[src/rtl/s386_bist_pkg.sv]
// Shared definitions for the s386 BIST sequencer: FSM encoding, shift-register taps
// and the seed used whenever a zero seed is requested.
package s386_bist_pkg;

    localparam int S386_VEC_W = 7;

    typedef enum logic [1:0] {
        ST_IDLE = 2'd0,
        ST_CLR  = 2'd1,
        ST_RUN  = 2'd2,
        ST_DONE = 2'd3
    } bist_state_e;

    // x^7 + x^6 + 1: feedback from bits 6 and 5, maximal length 127
    localparam logic [S386_VEC_W-1:0] LFSR_TAPS    = 7'h60;
    localparam logic [S386_VEC_W-1:0] MISR_TAPS    = 7'h60;
    localparam logic [S386_VEC_W-1:0] DEFAULT_SEED = 7'h01;

endpackage

[src/rtl/s386_bist_lfsr_misr.sv]
// Pattern generator (LFSR) and output compactor (MISR) sharing one shift/feedback form.
// Next-state values are exported so the controller can register outputs in step.
module s386_bist_lfsr_misr
    import s386_bist_pkg::*;
#(
    parameter int               VEC_W      = S386_VEC_W,
    parameter logic [VEC_W-1:0] GEN_TAPS   = LFSR_TAPS,
    parameter logic [VEC_W-1:0] CMP_TAPS   = MISR_TAPS,
    parameter logic [VEC_W-1:0] RESET_SEED = DEFAULT_SEED
) (
    input  logic             clk_i,
    input  logic             rst_i,
    input  logic             load_i,
    input  logic [VEC_W-1:0] seed_i,
    input  logic             clear_i,
    input  logic             en_i,
    input  logic [VEC_W-1:0] data_i,
    output logic [VEC_W-1:0] lfsr_o,
    output logic [VEC_W-1:0] misr_o,
    output logic [VEC_W-1:0] lfsr_nxt_o,
    output logic [VEC_W-1:0] misr_nxt_o
);

    logic [VEC_W-1:0] lfsr_q, lfsr_d;
    logic [VEC_W-1:0] misr_q, misr_d;

    function automatic logic [VEC_W-1:0] shift_fb(input logic [VEC_W-1:0] q,
                                                  input logic [VEC_W-1:0] taps);
        return {q[VEC_W-2:0], ^(q & taps)};
    endfunction

    assign lfsr_nxt_o = shift_fb(lfsr_q, GEN_TAPS);
    assign misr_nxt_o = shift_fb(misr_q, CMP_TAPS) ^ data_i;

    always_comb begin
        lfsr_d = lfsr_q;
        misr_d = misr_q;
        if (load_i) begin
            lfsr_d = seed_i;
        end else if (en_i) begin
            lfsr_d = lfsr_nxt_o;
        end
        if (clear_i) begin
            misr_d = '0;
        end else if (en_i) begin
            misr_d = misr_nxt_o;
        end
    end

    always_ff @(posedge clk_i or posedge rst_i) begin
        if (rst_i) begin
            lfsr_q <= RESET_SEED;
            misr_q <= '0;
        end else begin
            lfsr_q <= lfsr_d;
            misr_q <= misr_d;
        end
    end

    assign lfsr_o = lfsr_q;
    assign misr_o = misr_q;

endmodule

[src/rtl/s386_bist_ctrl.sv]
// BIST sequencer for the s386 core: holds the core in reset, streams LFSR vectors into it,
// compacts its outputs into a MISR signature and reports it through a start/done handshake.
module s386_bist_ctrl
    import s386_bist_pkg::*;
#(
    parameter int VEC_W   = S386_VEC_W,
    parameter int CNT_W   = 16,
    parameter int RST_CYC = 2
) (
    input  logic             blif_clk_net,
    input  logic             blif_reset_net,
    input  logic             start,
    input  logic             abort,
    input  logic [CNT_W-1:0] num_vectors,
    input  logic [VEC_W-1:0] seed,
    output logic             busy,
    output logic             done,
    output logic [VEC_W-1:0] signature,
    output logic             dut_reset,
    output logic [VEC_W-1:0] dut_in,
    input  logic [VEC_W-1:0] dut_out
);

    localparam int               RC_W    = (RST_CYC > 1) ? $clog2(RST_CYC) : 1;
    localparam logic [RC_W-1:0]  RC_LAST = RC_W'(RST_CYC - 1);

    bist_state_e      state_q, state_d;
    logic [CNT_W-1:0] nv_q, nv_d;
    logic [CNT_W-1:0] cnt_q, cnt_d;
    logic [RC_W-1:0]  rcnt_q, rcnt_d;
    logic             busy_q, busy_d;
    logic             done_q, done_d;
    logic             dut_reset_q, dut_reset_d;
    logic [VEC_W-1:0] dut_in_q, dut_in_d;
    logic [VEC_W-1:0] sig_q, sig_d;

    logic             accept;
    logic             gen_en;
    logic [VEC_W-1:0] seed_eff;
    logic [VEC_W-1:0] lfsr_cur, lfsr_nxt;
    logic [VEC_W-1:0] misr_cur, misr_nxt;

    assign seed_eff = (seed == '0) ? DEFAULT_SEED : seed;
    assign gen_en   = (state_q == ST_RUN);

    s386_bist_lfsr_misr #(
        .VEC_W      (VEC_W),
        .GEN_TAPS   (LFSR_TAPS),
        .CMP_TAPS   (MISR_TAPS),
        .RESET_SEED (DEFAULT_SEED)
    ) u_shift (
        .clk_i      (blif_clk_net),
        .rst_i      (blif_reset_net),
        .load_i     (accept),
        .seed_i     (seed_eff),
        .clear_i    (accept),
        .en_i       (gen_en),
        .data_i     (dut_out),
        .lfsr_o     (lfsr_cur),
        .misr_o     (misr_cur),
        .lfsr_nxt_o (lfsr_nxt),
        .misr_nxt_o (misr_nxt)
    );

    always_comb begin
        state_d = state_q;
        nv_d    = nv_q;
        cnt_d   = cnt_q;
        rcnt_d  = rcnt_q;
        accept  = 1'b0;
        if (abort) begin
            state_d = ST_IDLE;
        end else begin
            case (state_q)
                ST_IDLE: begin
                    if (start) begin
                        accept  = 1'b1;
                        nv_d    = num_vectors;
                        cnt_d   = '0;
                        rcnt_d  = '0;
                        state_d = ST_CLR;
                    end
                end
                ST_CLR: begin
                    rcnt_d = rcnt_q + RC_W'(1);
                    if (rcnt_q == RC_LAST) begin
                        state_d = (nv_q == '0) ? ST_DONE : ST_RUN;
                    end
                end
                ST_RUN: begin
                    cnt_d = cnt_q + CNT_W'(1);
                    if (cnt_q == nv_q - CNT_W'(1)) begin
                        state_d = ST_DONE;
                    end
                end
                ST_DONE: state_d = ST_IDLE;
                default: state_d = ST_IDLE;
            endcase
        end
    end

    // Outputs are registered from the next state so they line up with state_q.
    // The vector on dut_in always equals lfsr_q while in RUN.
    always_comb begin
        busy_d      = (state_d == ST_CLR) || (state_d == ST_RUN);
        done_d      = (state_d == ST_DONE);
        dut_reset_d = (state_d != ST_RUN);
        dut_in_d    = '0;
        sig_d       = sig_q;
        if (state_d == ST_RUN) begin
            dut_in_d = (state_q == ST_RUN) ? lfsr_nxt : lfsr_cur;
        end
        if (state_d == ST_DONE) begin
            sig_d = (state_q == ST_RUN) ? misr_nxt : misr_cur;
        end
    end

    always_ff @(posedge blif_clk_net or posedge blif_reset_net) begin
        if (blif_reset_net) begin
            state_q     <= ST_IDLE;
            nv_q        <= '0;
            cnt_q       <= '0;
            rcnt_q      <= '0;
            busy_q      <= 1'b0;
            done_q      <= 1'b0;
            dut_reset_q <= 1'b1;
            dut_in_q    <= '0;
            sig_q       <= '0;
        end else begin
            state_q     <= state_d;
            nv_q        <= nv_d;
            cnt_q       <= cnt_d;
            rcnt_q      <= rcnt_d;
            busy_q      <= busy_d;
            done_q      <= done_d;
            dut_reset_q <= dut_reset_d;
            dut_in_q    <= dut_in_d;
            sig_q       <= sig_d;
        end
    end

    assign busy      = busy_q;
    assign done      = done_q;
    assign dut_reset = dut_reset_q;
    assign dut_in    = dut_in_q;
    assign signature = sig_q;

endmodule
[config.mk]
export PLATFORM = sky130hd
export DESIGN_NAME = s386_bist_ctrl
export DESIGN_NICKNAME = d
export VERILOG_FILES = /design/src/rtl/s386_bist_pkg.sv /design/src/rtl/s386_bist_lfsr_misr.sv /design/src/rtl/s386_bist_ctrl.sv
export SDC_FILE = /design/constraint.sdc
export NUM_CORES = 1
export LEC_CHECK = 0
export ABC_AREA = 0
export ABC_CLOCK_PERIOD_IN_PS = 5630
export BUFFER_PORTS_ARGS = -buffer_cell sky130_fd_sc_hd__buf_2
export CORE_AREA = 2 2 78 80
export CTS_CLUSTER_DIAMETER = 200
export CTS_CLUSTER_SIZE = 20
export DETAILED_ROUTE_END_ITERATION = 10
export DIE_AREA = 0 0 80 82
export GPL_ROUTABILITY_DRIVEN = 0
export PLACE_DENSITY = 0.82
export SLEW_MARGIN = 10
export SYNTH_ARGS = -nofsm -noshare
export SYNTH_HDL_FRONTEND = slang
export SYNTH_SLANG_ARGS = --single-unit
[constraint.sdc]
create_clock -name blif_clk_net -period 5.63 [get_ports blif_clk_net]
set_input_delay 0.563 -clock blif_clk_net [delete_from_list [all_inputs] [get_ports blif_clk_net]]
set_output_delay 0.563 -clock blif_clk_net [all_outputs]
set_load 0.02 [all_outputs]
# After elaboration in Yosys (flattened, before gate mapping)
# Cells that the tools add are included.
dict set report word_totals {
  regBits 66
  output_inout_bits 17
}
dict set report classes {
  n_addsub 3
  eq_ne 9
  reduce_logical 11
  muxes 19
  bitwise 2
}
# operator count
set op_table {}
lappend op_table {{$mux 7} 6}
lappend op_table {{$pmux 16 s2} 1}
lappend op_table {{$add 16x1->16 const B} 1}
lappend op_table {{$eq 16x16->1} 1}
lappend op_table {{$logic_not 16->1} 1}
lappend op_table {{$mux 16} 1}
lappend op_table {{$sub 16x1->16 const B} 1}
lappend op_table {{$reduce_xor 7->1} 2}
lappend op_table {{$reduce_and 3->1} 3}
lappend op_table {{$eq 2x2->1 const B} 4}
lappend op_table {{$mux 2} 4}
lappend op_table {{$pmux 2 s4} 1}
lappend op_table {{$logic_not 7->1} 1}
lappend op_table {{$xor 7x7->7} 1}
lappend op_table {{$mux 1} 5}
lappend op_table {{$eq 2x1->1 const B} 2}
lappend op_table {{$ne 2x2->1 const B} 2}
lappend op_table {{$reduce_bool 2->1} 2}
lappend op_table {{$logic_not 2->1} 1}
lappend op_table {{$pmux 1 s2} 1}
lappend op_table {{$add 1x1->1 const B} 1}
lappend op_table {{$logic_or 1x1->1} 1}
lappend op_table {{$not 1->1} 1}

# Logic depth before layout (Yosys ltp)
# Gate-level depths: netlist (run 1).
dict set report logic_depth {
  depth_word 7
  ltp_mapped 12
  depth_no_buf 11
}

# Modules after synthesis
# Synthesis (run 1) repeated with hierarchy kept, for this count alone.
dict set report unflattened {
  hier_cells 360
  hier_area_um2 3554.7
}
# mod area_per_inst_um2 seq_area_each_um2 n_inst cells_per_inst
set modules_own_cells {}
lappend modules_own_cells {s386_bist_ctrl 2813.9 1302.5 1 293}
lappend modules_own_cells {s386_bist_lfsr_misr 740.7 351.6 1 67}

# Least setup slack after synthesis (run 1)
# OpenSTA, ideal clock, no wires.
dict set report synth_path {
  path_kind {reg2reg}
  startpoint {reg nv_q[0]}
  endpoint {reg sig_q[1] (netlist: signature[1])}
  slack_ps 2109
  t_required_ps 5550
  setup_time_ps 80
  t_arrival_ps 3442
  path_stages_with_launch 12
  path_cell_list {dfrtp_1 -> inv_1 -> ha_1 -> nor3b_1 -> nand2_1 -> or4_2 -> xnor2_1 -> or4_1 -> o31ai_1 -> ha_1 -> buf_1 -> mux2i_1}
}
dict set report synth_via {
  elab_chain_len 6
  elab_cells_between_ends 9
}
# item line_no
set synth_lines {}
lappend synth_lines {{start, declared} s386_bist_ctrl.sv:28} ;# logic [CNT_W-1:0] nv_q, nv_d;
lappend synth_lines {{start signal, assigned} s386_bist_ctrl.sv:131} ;# nv_q <= nv_d;
lappend synth_lines {{$sub 16x1->16 / $logic_not 16->1 (equally long branches)} {s386_bist_ctrl.sv:92, s386_bist_ctrl.sv:87}}
lappend synth_lines {{$eq 16x16->1 / $mux 1 (equally long branches)} {s386_bist_ctrl.sv:92, s386_bist_ctrl.sv:87}}
lappend synth_lines {{$mux 2, on equally long branches} {s386_bist_ctrl.sv:92, s386_bist_ctrl.sv:86}}
lappend synth_lines {{$pmux 2 s4 (*)} s386_bist_ctrl.sv:74} ;# case (state_q)
lappend synth_lines {{$mux 2 (*)} s386_bist_ctrl.sv:71} ;# if (abort) begin
lappend synth_lines {{net state_d[0]} s386_bist_ctrl.sv:27} ;# bist_state_e state_q, state_d;
lappend synth_lines {{$eq 2x2->1 (*)} s386_bist_ctrl.sv:113} ;# if (state_d == ST_DONE) begin
lappend synth_lines {{end signal, assigned} s386_bist_ctrl.sv:138} ;# sig_q <= sig_d;
lappend synth_lines {{end, declared} s386_bist_ctrl.sv:35} ;# logic [VEC_W-1:0] sig_q, sig_d;
# The timed path passes the listed nets; every way through them passes the cells marked *.
# A chain may end at the register's enable or synchronous reset.

# Final worst setup path (run 1)
# Ends and elaborated chain as after synthesis.

==> results of run 1 <==
==> area by class of cell <==
class	count	area, um2	area share, %
sequential	66	1650	42.5
clock inverter	6	90.1	2.32
timing repair buffer	53	273	7.01
multi-input combinational	257	1590	40.9
clock buffer	10	138	3.54
inverter	13	48.8	1.25
tap	75	93.8	2.41
==> through the flow <==
stage,total power [mW],hold slack [ns],setup WS [ns],cells
6_report,1.66,0.400,1.85,480
5_1_grt,1.76,0.405,1.41,480
4_1_cts,1.67,0.392,1.83,480
3_5_place_dp,1.21,0.509,1.86,464
3_3_place_gp,1.19,0.504,1.94,464
2_1_floorplan,1.08,0.479,2.11,352
==> state kept, by name (all words and copies together), names as in the netlist <==
register        count
rcnt_q              1
busy                1
cnt_q              16
done                1
state_q             2
dut_reset           1
dut_in              7
u_shift.lfsr_o      7
nv_q               16
u_shift.misr_o      7
signature           7
==> power groups by stage <==
stage | clock [mW] | sequential (mW) | combinational, mW
2_1_floorplan | 0 | 0.724 | 0.357
3_3_place_gp | 0 | 0.718 | 0.472
3_5_place_dp | 0 | 0.725 | 0.488
4_1_cts | 0.455 | 0.718 | 0.497
5_1_grt | 0.474 | 0.734 | 0.547
6_report | 0.444 | 0.721 | 0.494
==> path summary, 6_finish.rpt <==
path	startpoint	to	slack, ns	cells past startpoint
max in group asynchronous	blif_reset_net	cnt_q[15]	4.67	3
worst max-delay path	nv_q[0]	signature[1]	1.85	10
worst max register to register	nv_q[0]	signature[1]	1.85	10
min in group asynchronous	blif_reset_net	signature[4]	0.44	3
worst min register to register	signature[6]	signature[6]	0.52	2
worst min-delay path	num_vectors[11]	nv_q[11]	0.40	3
==> layout by cell type, fill, tap and decap left out, drive strengths merged, types with 2 or more instances in the layout <==
cell | netlist | final
nand4 | 4 | 4
and3 | 3 | 3
xnor2 | 30 | 30
a21oi | 19 | 19
nand3b | 2 | 2
ha | 5 | 5
mux2i | 12 | 12
dfrtp | 64 | 64
nor2b | 2 | 2
o21ai | 10 | 10
o31ai | 4 | 4
or3 | 4 | 4
nand3 | 6 | 6
o211ai | 2 | 2
nor4 | 3 | 3
clkbuf | 13 | 10
nor2 | 47 | 47
and2 | 3 | 3
nor3b | 2 | 2
xor2 | 14 | 14
bufinv | 0 | 2
clkinv | 1 | 4
or4 | 8 | 8
inv | 12 | 12
nor4b | 3 | 3
nand2 | 53 | 53
a31oi | 3 | 3
buf | 3 | 53
dfstp | 2 | 2
nor3 | 4 | 4
==> layer usage <==
metal	share of wire, %	vias to the layer above	GRT usage [%]
met2	50	73	37.0
met3	5.0	9	5.16
met1	44	1259	28.3
met5	0	-	0
met4	1.2	0	7.46
li1	-	1284	-
==> cell families (layout without fill, tap and decap cells) <==
| logic type | Yosys count | in the layout |
|---|---|---|
| AND/OR/NAND/NOR | 147 | 147 |
| flip-flops | 66 | 66 |
| AO/OA/AOI/OAI | 48 | 48 |
| XOR/XNOR | 44 | 44 |
| buffers and inverters | 29 | 82 |
| multiplexers | 13 | 13 |
| adder cells (fa/ha/maj) | 5 | 5 |
==> worst max-delay path, stage by stage, from the launching register on <==
cell and delay [ns]:
dfrtp_1 0.41, inv_1 0.09, ha_1 0.26, nor3b_1 0.40
nand2_1 0.22, or4_2 0.59, xnor2_1 0.14, or4_1 0.49
o31ai_1 0.36, ha_1 0.50, mux2i_1 0.25
==> metrics.cfg, run 1 <==
[cells_and_area]
final_area_um2 = 3890
num-nets-final = 439
n_fill_cell = 444
syn2layout_area_growth_pct = 15.8
drive_above_1_share_pct = 20.5
fin_util_pct = 67.7
n_antenna_cell = 0

[cts]
root_buffer = clkbuf_8
cts_tree = done
clkLatencyLatePin_ns = 0.34
cts.repair.resized = 0
ctsLongestPathBuffers = 2
htree_levels = 3
cts_buffers = 9
clock_sinks = 66
cts_setup_buffers = 0
cts_hold_buffers = 0
clk_pin_slew_ns = 0.07

[worst_setup_path]
worstSetupStartpointType = flop
arrival_ns = 4.04
cp.required_ns = 5.89
crit_type = flop to flop
cp-end-kind = flop
path_max_fanout = 8

[placed_design]
dp_hpwl_um = 4750
placed_cell_area_um2 = 3660
portBuffers = 50

[logic_synthesis]
synth.area.mux_share_pct = 3.91
yosysSeqAreaShare_pct = 49.2
synth_top_family_by_area = simple AND/OR/NAND/NOR gates
synth.avg_cell_area_um2 = 9.54
synth_xor_area_share_pct = 11.5
synthAdderAreaFrac_pct = 1.86
synthTopCellsByArea = dfrtp_1, xnor2_1, nand2_1
synth-seq-cells = 66
synth.most_common_cell = dfrtp_1
syn_area_um2 = 3360
synth_top_area_share_pct = 47.7
ys.flop_type = dfrtp_1
yosysUniqueCellTypes = 49
syn_nets = 391
synth_commonest_cells = dfrtp_1, nand2_1, nor2_1
synth_top_cell_by_area = dfrtp_1
yosys_warnings = 0
synth_cells = 352
async_flop_share_pct = 100
synthSimpleGateAreaFrac_pct = 20.9
synth_edf_count = 0
synth_compound_area_share_pct = 9.09

[drt]
route.vias.total = 2625
finalWirelength_um = 6840
via_per_inst = 5.47
wl_per_cell_um = 14.2
drc = 0
postRouteAntennaNets = 0
dr.pass1.iters = 4
drtIter0Drc = 136

[power_and_ir_drop]
swShare_pct = 35.2
power_frac_clock_pct = 26.8
internal_power_mw = 1.07
p_leak_nw = 1.87
comb_power_share_pct = 29.8
power.density_nw_per_um2 = 427
power_switching_uw = 584
ir_drop_mv = 0.202
seqPwrFrac_pct = 43.5

[worst_hold_path]
hp-class = input pin to flop

[run_status]
outcome = complete, no violations

[timing]
layout_min_cycle_time_ns = 3.78
slew_violations = 0
tightest_slew_ns = 0.983
fmax_mhz = 264
fin_crit_sh_pct = 67.2
finalHoldViolations = 0
slew_headroom_pct = 34.3
fin_worst_skew_ns = 0.00805
setup_viol = 0
tns_ns = 0
rsz0062_at_grt = false

[die]
die_y_um = 82
die_w_um = 80
ioPinCount = 51
design.core.area_um2 = 5750
start_util_pct = 58.5
num_rows = 28
die_area_um2 = 6560

[global_route]
overflow = 0
grt_pass1_vias = 2508
grt_use_total_pct = 22.1
grt_max_degree = 67
grt_pass1_wl_um = 11200
antenna_found_initial = 0

[run]
cap_violations = 0

Note: power is estimated with default switching activity, not from simulation.
==> run 2, diff against run 1 <==
ABC_CLOCK_PERIOD_IN_PS = 3300   (was 5630)
CORE_AREA = 2 2 85 87   (was 2 2 78 80)
DIE_AREA = 0 0 87 89   (was 0 0 80 82)
PLACE_DENSITY = 0.73   (was 0.82)
clock period = 3.3 ns   (was 5.63 ns; I/O delays follow)
==> metrics.cfg, run 2 (same netlist as run 1, synthesis figures left out) <==
[run_status]
outcome = complete, no violations

[timing]
fmax_mhz = 317
slew_headroom_pct = 33.8
rsz0062_at_grt = false
finalHoldViolations = 0
tns_ns = 0
fin_crit_sh_pct = 95.5
slew_violations = 0
setup_viol = 0
tightest_slew_ns = 0.991
layout_min_cycle_time_ns = 3.15
fin_worst_skew_ns = 0.0108

[placed_design]
placed_cell_area_um2 = 3770
dp_hpwl_um = 5110
place_inst = 480
portBuffers = 50

[cts]
cts.repair.resized = 0
cts_hold_buffers = 0
cts_tree = done
clock_sinks = 66
clkLatencyLatePin_ns = 0.35
root_buffer = clkbuf_8
cts_setup_buffers = 0
htree_levels = 3
cts_buffers = 9
clk_pin_slew_ns = 0.08
ctsLongestPathBuffers = 2

[drt]
postRouteAntennaNets = 0
finalWirelength_um = 7110
via_per_inst = 5.40
dr.pass1.iters = 4
wl_per_cell_um = 14.3
route.vias.total = 2679
drtIter0Drc = 191
drc = 0

[run]
cap_violations = 0

[die]
start_util_pct = 50.0
die_w_um = 87
die_y_um = 89
design.core.area_um2 = 6720
ioPinCount = 51
num_rows = 30
die_area_um2 = 7740

[worst_setup_path]
max_stage_delay_ns = 0.57
cp_common_cell = or4_4
crit_chain = or4_4 -> or4_4 -> o41ai_2 -> a31oi_1 -> or4_4 -> o31ai_4 -> ha_2 -> buf_12 -> mux2i_1
cp.required_ns = 3.58
crit_type = flop to flop
arrival_ns = 3.43
slowest_stage = or4_4
cp-end-kind = flop
path_max_fanout = 8
worstSetupStartpointType = flop

[cells_and_area]
num-nets-final = 450
regArea_um2 = 1650
final_area_um2 = 4050
stdcell_count = 496
fin_util_pct = 60.3
final_cell_mix = dfrtp_1, nand2_1, buf_2
final_common_cell = dfrtp_1
syn2layout_area_growth_pct = 20.6
n_fill_cell = 571
drive_above_1_share_pct = 24.3
n_antenna_cell = 0
reg_top3 = cnt_q (16), nv_q (16)
multiInputGateArea_um2 = 1630

[worst_hold_path]
hp-class = input pin to async pin

[power_and_ir_drop]
ir_drop_mv = 0.430
p_leak_nw = 1.94
power.total_mw = 2.97
power.density_nw_per_um2 = 733

[global_route]
grt_pass1_wl_um = 11700
overflow = 0
antenna_found_initial = 0
grt_max_degree = 39
grt_pass1_vias = 2526
grt_use_total_pct = 19.8

run 2: cell types whose count changed in the layout (fill, tap and decap cells not counted), sizes merged:
cell,before,now
clkbuf,10,9
clkinvlp,1,0
bufinv,2,3
inv,12,13
buf,53,64
run 2: worst max-delay path, delay by kind of cell (launching register included):
family          cells  cell delay, ns
simple gates        3            1.48
compound gates      3            0.66
flops               1            0.39
fa+ha+maj           1            0.23
mux                 1            0.18
buf+inv             1            0.13
run 2: final timing paths:
check | to | slack [ns] | cells after the start | from
worst max-delay path | signature[6] | 0.15 | 9 | nv_q[9]
worst min-delay path | nv_q[0] | 0.11 | 2 | blif_reset_net
worst max register to register | signature[6] | 0.15 | 9 | nv_q[9]
worst min register to register | signature[2] | 0.51 | 2 | signature[2]
max in group asynchronous | cnt_q[15] | 2.31 | 3 | blif_reset_net
min in group blif_clk_net | nv_q[10] | 0.16 | 3 | num_vectors[10]
run 2: metrics by stage:
| stage | worst slack, ns | hold slack [ns] |
|---|---|---|
| floorplan | 0.0441 | 0.435 |
| global placement | 0.139 | 0.504 |
| detailed placement | 0.0396 | 0.507 |
| CTS | 0.0284 | 0.129 |
| global route | 0.00677 | 0.156 |
| finish | 0.147 | 0.107 |
run 2: routing by layer:
metal | wire [um] | global-route usage [%]
met5 | 0 | 0
met4 | 189 | 9.66
met3 | 363 | 4.71
met2 | 3390 | 32.7
met1 | 3170 | 24.4
run 2: cell type report:
cell class,count,area share [%]
clock inverter,7,3.09
multi-input combinational,257,40.3
clock buffer,9,3.06
inverter,13,1.20
tap,80,2.47
timing repair buffer,64,9.08
sequential,66,40.8
run 2: report_power, final:
group	internal [mW]	switching, mW	total [mW]
logic	0.416	0.515	0.931
clock network	0.508	0.329	0.837
registers	1.02	0.183	1.20
